### config.mk
export PLATFORM = sky130hd
export DESIGN_NAME = cpu_prog_sequencer
export DESIGN_NICKNAME = d
export VERILOG_FILES = /design/src/rtl/cpu_prog_sequencer.sv
export SDC_FILE = /design/constraint.sdc
export NUM_CORES = 1
export LEC_CHECK = 0
export BUFFER_PORTS_ARGS = -buffer_cell sky130_fd_sc_hd__buf_2
export CAP_MARGIN = 0
export CORE_UTILIZATION = 44
export CTS_BUF_LIST = sky130_fd_sc_hd__clkbuf_2 sky130_fd_sc_hd__clkbuf_4 sky130_fd_sc_hd__clkbuf_8
export CTS_CLUSTER_DIAMETER = 150
export DETAILED_ROUTE_END_ITERATION = 10
export PLACE_DENSITY = 0.68
export SKIP_CTS_REPAIR_TIMING = 1
export SLEW_MARGIN = 20
export SYNTH_ARGS = -nofsm -noshare
export SYNTH_HDL_FRONTEND = slang
export SYNTH_SLANG_ARGS = --single-unit
### constraint.sdc
create_clock -name clock -period 4.2 [get_ports clock]
set_input_delay 0.21 -clock clock [delete_from_list [all_inputs] [get_ports clock]]
set_output_delay 0.21 -clock clock [all_outputs]
set_load 0.01 [all_outputs]
### src/rtl/cpu_prog_sequencer.sv
// Program sequencer for directed CPU bring-up: buffer, arm, start, issue, drain, check.
// Optional cycle counter output enabled by CPU_PROG_SEQ_CYCCNT_EN.
module cpu_prog_sequencer #(
    parameter int                 DATA_W       = 16,
    parameter int                 DEPTH        = 16,
    parameter int                 ADDR_W       = 4,
    parameter int                 START_DELAY  = 2,
    parameter int                 DRAIN_CYCLES = 4,
    parameter logic [DATA_W-1:0]  NOP_WORD     = '0
) (
    input  logic              clock,
    input  logic              reset,
    input  logic              go,
    input  logic              load_we,
    input  logic [ADDR_W-1:0] load_addr,
    input  logic [DATA_W-1:0] load_data,
    input  logic [ADDR_W:0]   prog_len,
    input  logic [DATA_W-1:0] exp_data,
    input  logic [DATA_W-1:0] obs_data,
`ifdef CPU_PROG_SEQ_CYCCNT_EN
    output logic [15:0]       cyc_cnt,
`endif
    output logic              enable,
    output logic              start,
    output logic [DATA_W-1:0] i_datain,
    output logic              busy,
    output logic              done,
    output logic              pass,
    output logic              fail
);

    typedef enum logic [2:0] {
        IDLE, ARM, START, ISSUE, DRAIN, CHECK, DONE
    } state_t;

    localparam logic [ADDR_W:0]   LEN_MAX  = (ADDR_W+1)'(DEPTH);
    localparam logic [ADDR_W:0]   LEN_ONE  = (ADDR_W+1)'(1);
    localparam logic [ADDR_W-1:0] IDX_ONE  = ADDR_W'(1);
    localparam logic [15:0]       ARM_LAST = 16'(START_DELAY - 1);
    localparam logic [15:0]       DRN_LAST = 16'(DRAIN_CYCLES - 1);

    logic [DATA_W-1:0] mem [DEPTH];

    state_t            state, state_n;
    logic [ADDR_W-1:0] idx, idx_n;
    logic [ADDR_W:0]   len, len_n;
    logic [15:0]       cnt, cnt_n;
    logic [DATA_W-1:0] exp_q, exp_n, dat_n;
    logic              en_n, start_n, busy_n;
    logic              done_n, pass_n, fail_n;

    // Program buffer: writes land only while the sequencer is not running
    always_ff @(posedge clock) begin
        if (load_we && !busy)
            mem[load_addr] <= load_data;
    end

    // Next-state and next-output decode
    always_comb begin
        state_n = state;
        idx_n   = idx;
        len_n   = len;
        cnt_n   = cnt;
        exp_n   = exp_q;
        en_n    = enable;
        start_n = 1'b0;
        dat_n   = NOP_WORD;
        done_n  = done;
        pass_n  = pass;
        fail_n  = fail;
        unique case (state)
            IDLE, DONE: begin
                if (go) begin
                    state_n = ARM;
                    len_n   = (prog_len > LEN_MAX) ? LEN_MAX : prog_len;
                    exp_n   = exp_data;
                    cnt_n   = '0;
                    en_n    = 1'b1;
                    done_n  = 1'b0;
                    pass_n  = 1'b0;
                    fail_n  = 1'b0;
                end
            end
            ARM: begin
                if (cnt == ARM_LAST) begin
                    state_n = START;
                    start_n = 1'b1;
                    cnt_n   = '0;
                end else begin
                    cnt_n = cnt + 16'd1;
                end
            end
            START: begin
                if (len == '0) begin
                    state_n = DRAIN;
                end else begin
                    state_n = ISSUE;
                    idx_n   = '0;
                    dat_n   = mem[0];
                end
            end
            ISSUE: begin
                if ({1'b0, idx} == len - LEN_ONE) begin
                    state_n = DRAIN;
                    cnt_n   = '0;
                end else begin
                    idx_n = idx + IDX_ONE;
                    dat_n = mem[idx + IDX_ONE];
                end
            end
            DRAIN: begin
                if (cnt == DRN_LAST)
                    state_n = CHECK;
                else
                    cnt_n = cnt + 16'd1;
            end
            CHECK: begin
                state_n = DONE;
                done_n  = 1'b1;
                pass_n  = (obs_data == exp_q);
                fail_n  = (obs_data != exp_q);
            end
            default: state_n = IDLE;
        endcase
        busy_n = (state_n != IDLE) && (state_n != DONE);
    end

    // State, run context and registered outputs
    always_ff @(posedge clock or negedge reset) begin
        if (!reset) begin
            state    <= IDLE;
            idx      <= '0;
            len      <= '0;
            cnt      <= '0;
            exp_q    <= '0;
            enable   <= 1'b0;
            start    <= 1'b0;
            i_datain <= NOP_WORD;
            busy     <= 1'b0;
            done     <= 1'b0;
            pass     <= 1'b0;
            fail     <= 1'b0;
        end else begin
            state    <= state_n;
            idx      <= idx_n;
            len      <= len_n;
            cnt      <= cnt_n;
            exp_q    <= exp_n;
            enable   <= en_n;
            start    <= start_n;
            i_datain <= dat_n;
            busy     <= busy_n;
            done     <= done_n;
            pass     <= pass_n;
            fail     <= fail_n;
        end
    end

`ifdef CPU_PROG_SEQ_CYCCNT_EN
    logic go_acc;
    logic in_run;
    assign go_acc = go && ((state == IDLE) || (state == DONE));
    assign in_run = (state == START) || (state == ISSUE) ||
                    (state == DRAIN) || (state == CHECK);

    // Run length in cycles from START through CHECK, saturating
    always_ff @(posedge clock or negedge reset) begin
        if (!reset)
            cyc_cnt <= '0;
        else if (go_acc)
            cyc_cnt <= '0;
        else if (in_run && (cyc_cnt != 16'hFFFF))
            cyc_cnt <= cyc_cnt + 16'd1;
    end
`endif

endmodule

==> run summary <==
Outcome -> finished clean
Die area -> 30750 um^2
Synth top cells by count -> edfxtp_1, dfrtp_1, mux4_2
Crit path cell chain -> inv_1 > nand2_1 > nand3_1 > nor2_4 > buf_4 > nand3b_1 > dlygate4sd3_1 > o21ai_0
Routed vias -> 7365
First-pass GRT wire length -> 43640 um
Simple-gate portion of the synthesized area -> 6.548%
HPWL after detailed placement -> 16970 um
Chip Width -> 175.4 um
Proportion of layout cells with a drive suffix above 1 -> 32.00%
Startpoint Class -> flip-flop
Delay of the slowest critical-path stage -> 0.74 ns
Synth Area in Adders -> 0.6435%
Clock transition at path regs -> 0.06 ns
Post-synth top flop -> edfxtp_1
Final Util -> 53.19%
Layout Skew -> 0.03882 ns
DR iter-0 viols -> 605
Ys async rst share -> 20.50%
Worst-skew pair later-pin latency -> 0.60 ns
LEAKAGE -> 5.799 nW
Gr ovfl total -> 0
Row count -> 63
Area growth syn-to-layout -> 19.23%
Slowest CP cell -> dfrtp_1
Synth Area in Compound Gates -> 3.388%
Worst-Margin Slew -> 0.9312 ns
Post-route DRC violation count -> 0
H-tree depth -> 2
Clock Path Buffers -> 3
Power per cell area -> 581.0 nW/um^2
Ys Warns -> 0
Final wirelength -> 29150 um
NumNets Final -> 995
Flops & latches, synth -> 322
Post-synthesis xor/xnor area fraction -> 2.101%
ANT nets after route -> 0
Initial Utilization -> 44.61%
EDFF count, synth -> 256
# IOs -> 83
Via-to-Cell Ratio -> 5.407
Max-cap violations -> 0
Max Clk Rate -> 336.8 MHz
Worst min path class -> input pin to flip-flop
CORE AREA -> 29640 um^2
Avg Cell Area, Syn -> 17.51 um^2
Clk sinks -> 322
Seq/Total Area, Yosys -> 70.63%
Max VDD drop -> 294.9 uV
Data arrival, critical path -> 3.45 ns
Chip Height -> 175.4 um
Fin crit share -> 70.70%
Main area contributors after synthesis -> edfxtp_1, dfrtp_1, mux4_2
Critical path class -> flip-flop to flip-flop
Worst-path maximum fanout -> 22
CTS root buf -> clkbuf_8
Yosys top cell area share -> 58.14%
Main combinational cell family by area after synthesis -> multiplexers
Setup TNS -> 0 ns
Fin. Hold Viols -> 0
Average wire per standard cell -> 21.40 um
Crit-path leading delay family -> buffers and inverters
Slew HR -> 37.92%
Cells after Synth -> 755
CTS buffer count -> 52
Yosys cell types -> 51
Unrepaired setup endpoints after global routing -> no
Fin. max-slew vios -> 0
Proportion of synthesized area in mux cells -> 15.09%
Antenna fix cells -> 0
Port bufs -> 82
DRT Pass-1 Iters -> 7
Largest net degree at the start of global routing -> 54
Worst path required time -> 4.68 ns
GPL Wtd Cong -> 0.7798
Dominant cell by count in the synthesized netlist -> edfxtp_1
Leading area contributor after synthesis -> edfxtp_1
Cell Area, Synth -> 13220 um^2
Final setup viols -> 0
Initial antenna violation count -> 0
Critical path capture point type -> flip-flop
CTS tree -> yes
Vias in the first global route -> 7429
Synthesized net count -> 822
Period minus WS final -> 2.969 ns
GRT Util Overall -> 19.17%
Critical path buffer and inverter count -> 3
[power breakdown]
part | total [mW] | switching [mW] | internal [mW]
logic | 2.51 | 1.30 | 1.21
registers | 3.86 | 0.204 | 3.66
clock network | 2.79 | 1.21 | 1.58
[sequential cells by signal, indices dropped and copies added (netlist names)]
register and flops:
exp_q 16, fail 1, idx 4, len 5
pass 1, cnt 16, busy 1, start 1
state 3, enable 1, done 1, mem 256
i_datain 16
[path summary, 6_finish.rpt]
| check | cells past startpoint | end | from | slack (ns) |
|---|---|---|---|---|
| worst min-delay path | 4 | done$_DFFE_PN0P_ | go | 0.04 |
| min in group asynchronous | 2 | i_datain[12]$_DFF_PN0_ | reset | 0.21 |
| worst max register to register | 8 | len[1]$_DFFE_PN0P_ | state[1]$_DFF_PN0_ | 1.23 |
| max in group asynchronous | 4 | exp_q[13]$_DFFE_PN0P_ | reset | 2.87 |
| worst max-delay path | 8 | len[1]$_DFFE_PN0P_ | state[1]$_DFF_PN0_ | 1.23 |
| worst min register to register | 1 | enable$_DFFE_PN0P_ | enable$_DFFE_PN0P_ | 0.47 |
[tightest hold or removal path: cells and delay by family]
family          cells  cell delay, ns
simple gates        2            0.20
buf+inv             1            0.12
compound gates      1            0.06
[cell families (layout without fill, tap and decap cells)]
| kind of cell | count (synthesis) | in the layout |
|---|---|---|
| buffers and inverters | 45 | 262 |
| multiplexers | 117 | 117 |
| adder cells (fa/ha/maj) | 7 | 7 |
| XOR/XNOR | 30 | 30 |
| flip-flops | 322 | 322 |
| AO/OA/AOI/OAI | 64 | 64 |
| AND/OR/NAND/NOR | 170 | 170 |
[stage by stage]
stage	hold slack, ns	power (mW)	std cells	area [um^2]	worst slack [ns]
floorplan	-0.08559	5.784	755	13220	1.713
global placement	0.2951	6.381	1224	14250	1.288
detailed placement	0.3006	6.423	1224	14250	1.219
CTS	-0.3324	9.225	1322	15360	1.199
global route	0.05304	9.614	1362	15770	1.040
finish	0.04144	9.159	1362	15770	1.231
[layer usage]
metal / wire length [um] / global-route usage (%)
met3: 2104 / 4.286
met1: 13030 / 27.21
met4: 503 / 5.181
met2: 13510 / 29.94
met5: 0 / 0
[final cells by class]
cell class | instances | area (um^2)
clock buffers | 80 | 950.9
clock inverters | 18 | 151.4
fillers | 2393 | 13870
inverters | 11 | 41.29
multi-input cells | 388 | 3744
flip-flops and latches | 322 | 9343
well taps | 390 | 488.0
repair buffers | 153 | 1047
[placed cells by master (no fill, tap or decap), types with 3 or more instances in the layout]
cell and count:
xnor2_1 5, nand2_1 58, nand4_1 3, nor3_1 10, buf_4 30, a22o_1 3
nor3_2 5, or3_1 3, inv_1 11, mux2i_1 34, buf_2 82, a32oi_1 16
and3_1 5, nand2b_1 7, clkinv_2 5, nor2_2 8, clkbuf_4 24, clkbuf_8 56
clkinv_1 9, nor2_1 19, mux2_2 18, edfxtp_1 256, nor4_1 5, nand3b_1 4
nand3_1 12, a21oi_1 6, xor2_1 23, ha_1 5, dlygate4sd3_1 40, o21ai_1 9
nor3b_1 3, dfrtp_1 65, nor2b_1 17, mux4_2 64, o31ai_1 3, o21ai_0 17
No activity file was read; power rests on OpenSTA's default activity.
